## src/rtl/cr_clic_arb_sched.sv

```systemverilog
// cr_clic_arb_sched: multi-cycle CLIC interrupt arbiter/scheduler.
// Finds the highest-level pending & enabled source above the threshold and
// offers it to the core over a valid/ack handshake. After the core accepts,
// it pulses a one-hot claim-clear back to the pending register file.
// Optional feature macro: CLIC_ARB_RR_EN selects round-robin among sources
// tied at the maximum level. If the macro is undefined, the highest index wins.
//
// state   | meaning
// --------+--------------------------------------------------------------
// IDLE    | nothing offered; waits for any eligible source
// SCAN    | one cycle: picks max level, breaks ties, latches id/lvl/one-hot
// REQ     | winner offered (arb_req_vld=1); waits for ack, retract or preempt
// CLAIM   | one-cycle core_claim_clr pulse for the accepted source

module cr_clic_arb_sched #(
    parameter int NUM_INT = 32,
    parameter int LVL_W   = 8,
    parameter int ID_W    = 5
) (
    input  logic                     clic_clk,
    input  logic                     clic_rst,
    input  logic [NUM_INT-1:0]       int_pending,
    input  logic [NUM_INT-1:0]       int_enable,
    input  logic [NUM_INT*LVL_W-1:0] int_level,
    input  logic [LVL_W-1:0]         int_thresh,
    output logic                     arb_req_vld,
    output logic [ID_W-1:0]          arb_req_id,
    output logic [LVL_W-1:0]         arb_req_lvl,
    input  logic                     core_ack,
    output logic [NUM_INT-1:0]       core_claim_clr,
    output logic                     arb_busy
);

    typedef enum logic [1:0] {
        S_IDLE  = 2'd0,
        S_SCAN  = 2'd1,
        S_REQ   = 2'd2,
        S_CLAIM = 2'd3
    } state_t;

    state_t               r_state;
    state_t               w_state_nxt;

    logic [ID_W-1:0]      r_id;
    logic [LVL_W-1:0]     r_lvl;
    logic [NUM_INT-1:0]   r_onehot;

    logic [NUM_INT-1:0]   w_elig;
    logic                 w_any_elig;
    logic [LVL_W-1:0]     w_maxlvl;
    logic [NUM_INT-1:0]   w_cand;
    logic [ID_W-1:0]      w_hi_id;
    logic [ID_W-1:0]      w_win_id;
    logic [NUM_INT-1:0]   w_win_oh;
    logic                 w_lat_elig;
    logic                 w_preempt;

`ifdef CLIC_ARB_RR_EN
    logic [ID_W-1:0]      r_last_id;
    logic [NUM_INT-1:0]   w_lo;
    logic [ID_W-1:0]      w_lo_id;
`endif

    // Eligibility: pending, enabled and strictly above the threshold.
    always_comb begin
        w_elig = '0;
        for (int i = 0; i < NUM_INT; i++) begin
            w_elig[i] = int_pending[i] & int_enable[i] &
                        (int_level[i*LVL_W +: LVL_W] > int_thresh);
        end
    end

    assign w_any_elig = |w_elig;

    // Maximum level among eligible sources (eligible levels are always > 0).
    always_comb begin
        w_maxlvl = '0;
        for (int i = 0; i < NUM_INT; i++) begin
            if (w_elig[i] && (int_level[i*LVL_W +: LVL_W] > w_maxlvl)) begin
                w_maxlvl = int_level[i*LVL_W +: LVL_W];
            end
        end
    end

    // Candidates tied at the maximum level; highest set index is the fixed winner.
    always_comb begin
        w_cand  = '0;
        w_hi_id = '0;
        for (int i = 0; i < NUM_INT; i++) begin
            w_cand[i] = w_elig[i] && (int_level[i*LVL_W +: LVL_W] == w_maxlvl);
            if (w_cand[i]) begin
                w_hi_id = ID_W'(i);
            end
        end
    end

`ifdef CLIC_ARB_RR_EN
    // Round-robin: prefer the highest candidate below the last accepted id, else wrap.
    always_comb begin
        w_lo    = '0;
        w_lo_id = '0;
        for (int i = 0; i < NUM_INT; i++) begin
            w_lo[i] = w_cand[i] && (ID_W'(i) < r_last_id);
            if (w_lo[i]) begin
                w_lo_id = ID_W'(i);
            end
        end
        w_win_id = (|w_lo) ? w_lo_id : w_hi_id;
    end
`else
    assign w_win_id = w_hi_id;
`endif

    // One-hot form of the selected winner.
    always_comb begin
        w_win_oh = '0;
        w_win_oh[w_win_id] = 1'b1;
    end

    // Retract and preempt conditions evaluated against the latched winner.
    always_comb begin
        w_lat_elig = |(w_elig & r_onehot);
        w_preempt  = 1'b0;
        for (int i = 0; i < NUM_INT; i++) begin
            if (w_elig[i] && (int_level[i*LVL_W +: LVL_W] > r_lvl)) begin
                w_preempt = 1'b1;
            end
        end
    end

    // State register.
    always_ff @(posedge clic_clk or posedge clic_rst) begin
        if (clic_rst) begin
            r_state <= S_IDLE;
        end else begin
            r_state <= w_state_nxt;
        end
    end

    // Next-state logic; in REQ, ack beats retract, which beats preempt.
    always_comb begin
        w_state_nxt = r_state;
        case (r_state)
            S_IDLE: begin
                if (w_any_elig) w_state_nxt = S_SCAN;
            end
            S_SCAN: begin
                w_state_nxt = w_any_elig ? S_REQ : S_IDLE;
            end
            S_REQ: begin
                if (core_ack)         w_state_nxt = S_CLAIM;
                else if (!w_lat_elig) w_state_nxt = S_SCAN;
                else if (w_preempt)   w_state_nxt = S_SCAN;
            end
            S_CLAIM: begin
                w_state_nxt = S_IDLE;
            end
            default: w_state_nxt = S_IDLE;
        endcase
    end

    // Latch the winner at the end of a successful scan; held through REQ and CLAIM.
    always_ff @(posedge clic_clk or posedge clic_rst) begin
        if (clic_rst) begin
            r_id     <= '0;
            r_lvl    <= '0;
            r_onehot <= '0;
        end else if ((r_state == S_SCAN) && w_any_elig) begin
            r_id     <= w_win_id;
            r_lvl    <= w_maxlvl;
            r_onehot <= w_win_oh;
        end
    end

`ifdef CLIC_ARB_RR_EN
    // Remember the most recently accepted id to rotate ties.
    always_ff @(posedge clic_clk or posedge clic_rst) begin
        if (clic_rst) begin
            r_last_id <= '0;
        end else if ((r_state == S_REQ) && core_ack) begin
            r_last_id <= r_id;
        end
    end
`endif

    // Outputs decoded from state so reset drops them immediately.
    always_comb begin
        arb_req_vld    = (r_state == S_REQ);
        arb_busy       = (r_state != S_IDLE);
        arb_req_id     = r_id;
        arb_req_lvl    = r_lvl;
        core_claim_clr = (r_state == S_CLAIM) ? r_onehot : '0;
    end

endmodule

```

## config.mk

```make
export PLATFORM = sky130hd
export DESIGN_NAME = cr_clic_arb_sched
export DESIGN_NICKNAME = d
export VERILOG_FILES = /design/src/rtl/cr_clic_arb_sched.sv
export SDC_FILE = /design/constraint.sdc
export NUM_CORES = 2
export LEC_CHECK = 0
export CAP_MARGIN = 20
export CORE_ASPECT_RATIO = 1.2
export CORE_MARGIN = 10
export CORE_UTILIZATION = 35
export DETAILED_ROUTE_END_ITERATION = 8
export GPL_TIMING_DRIVEN = 0
export PLACE_DENSITY_LB_ADDON = 0.08
export SYNTH_ARGS = -nofsm -noshare
export SYNTH_HDL_FRONTEND = slang
export SYNTH_SLANG_ARGS = --single-unit
```

## constraint.sdc

```tcl
create_clock -name clic_clk -period 3.7 [get_ports clic_clk]
set_input_delay 0.37 -clock clic_clk [delete_from_list [all_inputs] [get_ports clic_clk]]
set_output_delay 0.37 -clock clic_clk [all_outputs]
set_load 0.01 [all_outputs]
```

* Yosys cells after proc, flatten, opt, wreduce, memory -nomap -nowiden
Index checks and enable logic that the tools add are counted.
Storage, ports and cells: bits of input ports 331, output and inout port bits 47, logic and storage cells 409, memory bits (read-only) 0, bits in latches 0, bits in writable memories 0, register bits 47, memories kept 0
Cells by class: reduce and logical (&&, ||, !) cells 102, order comparisons 98, equality and inequality tests 36, add/subtract/negate cells 0, $mul 0, shift-type cells 0, muxes and demuxes 104, divide/modulo/power cells 0, bitwise operators 65
Operators with widths (number):
- > comparator 8 bit | 95
- two-way mux 8 bit | 32
- equality test 8 bit | 31
- two-way mux 5 bit | 30
- logical AND 1 bit | 97
- bitwise AND 1 bit | 64
- OR reduction 32 bit | 2
- two-way mux 1 bit | 34
- bitwise AND 32 bit | 1
- two-way mux 32 bit | 1
- two-way mux 2 bit | 5
- > comparator 8 x 1 -> 1 bit, second input constant | 1
- one-hot mux 2 bit (4 select lines) | 1
- less-than comparator 5 x 6 -> 1 bit, second input constant | 1
- demux 1 bit (select 5 bit) | 1
- greater-or-equal comparator 5 x 1 -> 1 bit, second input constant | 1
- equality test 2 bit, second input constant | 2
- inequality test 4 x 3 -> 1 bit, second input constant | 1
- equality test 2 x 1 -> 1 bit, second input constant | 1
- logical NOT 2 bit | 1
- inequality test 2 bit, second input constant | 1
- AND reduction 2 bit | 1
- nonzero test 2 bit | 1

* Depth between registers and ports, before layout
depth after elaboration 134, mapped depth 396, mapped depth without buffers 364

* Worst setup path before layout
OpenSTA, ideal clock, no wires.
kind input -> register, start input int_thresh[5], end register r_onehot[12], path slack -60.464 ns, stages 376, data arrival time 64.086 ns, data required time 3.622 ns, path buffers 35, path through inv_1 ha_1 a211oi_2 o21bai_2 nor3_1 nor2_2 buf_2 nand2_1 ha_1 a21oi_1 o21ai_0 o21ai_1 nor2_1 clkbuf_1 o21ai_0 inv_1 ha_1 a21o_1 [... 340 more ...] a21oi_1 o21ai_0 o31a_1 and2_1 buf_6 clkbuf_8 clkbuf_1 clkbuf_1 buf_1 clkbuf_8 a221oi_1 o21ai_0 inv_1 nor3_2 or3b_4 nor3b_1 or2b_1 o21ai_1
Between the ends: word-level cells in the longest chain between the ends 134, elaborated cells on any way between the ends 259, those cells by class 65 x order compare; 31 x eq/ne; 65 x mux; 32 x bitwise; 66 x reduce/logical
Ends and longest elaborated chain:
- start: declaration | RTL line 25 | input logic [LVL_W-1:0] int_thresh,
- > comparator 8 bit | RTL line 69 | (int_level[i*LVL_W +: LVL_W] > int_thresh);
- bitwise AND 1 bit | RTL line 68 | w_elig[i] = int_pending[i] & int_enable[i] &
- logical AND 1 bit | RTL line 79 | if (w_elig[i] && (int_level[i*LVL_W +: LVL_W] > w_maxlvl)) begin
- two-way mux 8 bit | RTL line 79
- > comparator 8 bit | RTL line 79
- logical AND 1 bit | RTL line 79
- two-way mux 8 bit | RTL line 79
- > comparator 8 bit | RTL line 79
- [... 89 more ...]
- equality test 8 bit | RTL line 90 | w_cand[i] = w_elig[i] && (int_level[i*LVL_W +: LVL_W] == w_maxlvl);
- logical AND 1 bit | RTL line 90
- two-way mux 1 bit | RTL line 91 | if (w_cand[i]) begin
- two-way mux 5 bit (30 in series) | RTL line 91
- less-than comparator 5 x 6 -> 1 bit (implied by the code) or greater-or-equal comparator 5 x 1 -> 1 bit (tied branches) | RTL line 117 | w_win_oh[w_win_id] = 1'b1;
- logical AND 1 bit (implied by the code) | RTL line 117
- two-way mux 1 bit (implied by the code) | RTL line 117
- demux 1 bit (select 5 bit) | RTL line 117
- end signal: assignment | RTL line 171 | r_onehot <= w_win_oh;
- end: declaration | RTL line 46 | logic [NUM_INT-1:0] r_onehot;
Parallel ways exist; a longest one is shown, timed or not. A chain may end at the register's enable or synchronous reset.

* Final worst setup path
start input int_thresh[5], end register r_onehot[15]
Same word-level chain as after synthesis.

==> impl_metrics.json <==
{
  "rsz0062_at_grt": "true",
  "tritoncts": "yes",
  "ys_warn_count": 0,
  "multi_input_area_um2": 33500,
  "ff_latch_area_um2": 1180,
  "fin_setup_tns_ns": -2523.01,
  "fin_worst_skew_ns": 0.00594,
  "start_util_pct": 35.4,
  "leakage_nw": 20.7,
  "worst-setup-path-type": "primary input to flop",
  "slowest_stage": "o41a_4",
  "setup_viol": 47,
  "stdcell_area_um2": 48300,
  "status": "finished, violations left",
  "ios": 378,
  "clk_latency_ns": 0.29,
  "track_usage_pct": 31.4,
  "root_buffer": "clkbuf_16",
  "layout_commonest_cell": "ha_1",
  "worstSetupEndpoint": "r_onehot[15]",
  "fin_crit_sh_pct": 1630,
  "relSlewSlack_pct": 12.6,
  "violations": "setup timing",
  "synthArstFlopShare_pct": 100,
  "synth-edff-count": 0,
  "slew_viol_final": 0,
  "r2r_slack_ns": -0.26,
  "die_area_um2": 106000,
  "core_um2": 92500,
  "instances_no_fill": 6508,
  "hold_path.class": "flop to flop",
  "worst-path-max-fanout": 10,
  "timing.rr.start": "arb_req_lvl[7]",
  "powerDensity_nw_per_um2": 1050,
  "drt_iter0_drc": 2990,
  "synth_cells": 4269,
  "yosysUniqueCellTypes": 173,
  "drv_cap": 0,
  "dp_hpwl_mm": 129,
  "via_per_inst": 6.01,
  "wl_per_cell_um": 27.3,
  "worstPathRequired_ns": 3.92,
  "rows": 122,
  "cts_sinks": 47,
  "grt_first_pass_wirelength_mm": 254,
  "placed_cells": 5905,
  "layout.cells.most_common_list": "ha_1 (600), buf_4 (553), clkdlybuf4s50_1 (360)",
  "num-fill-cells": 8853,
  "synth_ff_type": "dfrtp_1",
  "crit_start": "int_thresh[5]",
  "tightest_slew_ns": 1.29,
  "ant_nets": 0,
  "antenna_found_initial": 8,
  "drcViolationCount": 0,
  "dpl_cell_area_um2": 39700,
  "worst_slack_ns": -56.78,
  "vdd_drop_max_uv": 1070,
  "cts_buffers": 5,
  "synth_fp_nets": 5302,
  "syn_area_um2": 32700,
  "arrival_ns": 60.71,
  "portBuffers": 376,
  "start_kind": "primary input",
  "rr_endpoint": "r_state[1]",
  "area_growth_pct": 47.6,
  "die_w_um": 299,
  "grt_pass1_vias": 38600,
  "htreeDepth": 2,
  "dr.pass1.iters": 5,
  "grt_max_degree": 35,
  "gr-total-overflow": 0,
  "die_h_um": 355,
  "hold_viol_final": 0,
  "gp_congestion": 0.982,
  "slowest_delay_ns": 0.59,
  "synth.yosys.seq_area_share_pct": 3.59,
  "layout_min_cycle_time_ns": 60.48,
  "r2r_cells": 11,
  "drive_above_1_share_pct": 30.9,
  "max_freq_mhz": 16.5,
  "clk_pin_slew_ns": 0.07,
  "endpoint_kind": "flop",
  "final_nets": 6296,
  "cts_buffer_depth": 2,
  "vias": 39100,
  "synth_seq_cells": 47,
  "cp_common_cell": "a21o_1",
  "drt-total-wl_mm": 178,
  "syn_area_per_cell_um2": 7.67
}
==> registers in the layout, indices dropped and copies added, names as in the netlist <==
| signal | count |
|---|---|
| arb_req_lvl | 8 |
| r_onehot | 32 |
| arb_req_id | 5 |
| r_state | 2 |
==> power breakdown <==
group | internal [mW] | switching [mW]
clock | 0.271 | 0.209
sequential | 0.622 | 0.290
combinational | 22.6 | 26.7
==> how the worst min path moves through the flow <==
stage             startpoint             to  slack, ns  cells past startpoint
3_5_place_dp    r_onehot[15]   r_onehot[15]       0.50                      2
3_3_place_gp   arb_req_id[0]  arb_req_id[0]       0.47                      2
2_1_floorplan   r_onehot[29]   r_onehot[29]       0.45                      2
6_report        r_onehot[25]   r_onehot[25]       0.51                      2
4_1_cts         r_onehot[15]   r_onehot[15]       0.50                      2
5_1_grt         r_onehot[25]   r_onehot[25]       0.55                      2
==> cell type report <==
type | count | share of cell area (%)
inverter | 245 | 2.00
antenna | 4 | 0.0207
buffer | 160 | 4.18
clock inverter | 1 | 0.0181
sequential | 47 | 2.44
timing repair buffer | 992 | 18.6
clock buffer | 7 | 0.295
multi-input combinational | 3812 | 69.3
tap | 1240 | 3.21
==> layer usage <==
| metal | part of all wire, % | GRT usage [%] | vias to the layer above |
|---|---|---|---|
| li1 | - | - | 18200 |
| met1 | 39 | 36.0 | 18800 |
| met2 | 46 | 52.7 | 1649 |
| met3 | 8.3 | 7.11 | 491 |
| met4 | 7.2 | 18.8 | 8 |
| met5 | 0.030 | 0 | - |
==> cells in the mapped netlist (14+ instances only) <==
| cell type | n | area (um^2) |
|---|---|---|
| xnor2_1 | 238 | 2080 |
| and2_1 | 19 | 119 |
| buf_6 | 24 | 270 |
| xor2_1 | 60 | 526 |
| buf_4 | 22 | 165 |
| a22oi_1 | 14 | 105 |
| o2111ai_1 | 26 | 228 |
| or2b_2 | 14 | 123 |
| a21o_1 | 138 | 1040 |
| dfrtp_1 | 47 | 1180 |
| a31oi_1 | 28 | 175 |
| o211ai_1 | 50 | 375 |
| o21ai_0 | 300 | 1500 |
| inv_1 | 244 | 916 |
| o21a_1 | 50 | 375 |
| nor2_1 | 200 | 751 |
| nor2b_1 | 87 | 544 |
| clkbuf_8 | 27 | 372 |
| and4_1 | 15 | 131 |
| mux2_2 | 39 | 439 |
| o21ai_1 | 42 | 210 |
| or3_1 | 40 | 250 |
| nand3_1 | 147 | 736 |
| ha_1 | 702 | 8780 |
| a211oi_1 | 21 | 158 |
| a21oi_1 | 298 | 1490 |
| mux2i_1 | 34 | 340 |
| nand4_1 | 146 | 913 |
| nor4_1 | 44 | 275 |
| clkbuf_1 | 61 | 229 |
| and3_1 | 98 | 613 |
| o22ai_1 | 26 | 163 |
| nor3_1 | 105 | 526 |
| o31a_1 | 14 | 123 |
| nand2b_1 | 77 | 482 |
| nand2_1 | 305 | 1140 |
==> logic make-up after synthesis <==
logic type / after synthesis / share of synthesized area [%]
simple gates: 1433 / 24.1
compound gates: 1282 / 27.3
fa+ha+maj: 709 / 27.0
buf+inv: 411 / 6.80
xor+xnor: 301 / 8.12
mux: 86 / 3.04
flops: 47 / 3.59
==> stage by stage <==
stage | util [%] | total power [mW] | setup slack [ns] | hold slack (ns)
floorplan | - | 25.4 | -54.29 | 0.455
global placement | 42.5 | 35.7 | -66.00 | 0.467
detailed placement | 42.9 | 36.1 | -65.08 | 0.497
CTS | 50.0 | 46.7 | -56.24 | 0.498
global route | 52.2 | 53.4 | -59.26 | 0.547
finish | 52.2 | 50.7 | -56.78 | 0.515
==> critical path: cells and delay by family <==
family	cells	cell delay, ns
AOI/OAI and AO/OA	160	26.61
buffers and inverters	83	10.10
muxes	10	2.60
adders and majority gates	30	7.25
and+or+nand+nor	91	13.56
==> what timing repair did <==
action	in CTS	in global routing
buffers inserted	460	119
pin swaps	274	266
hold buffers	0	0
resized for setup	525	284
gates cloned	20	0
endpoints found under the setup margin	47	47
Power figures use the tool's default switching activity.
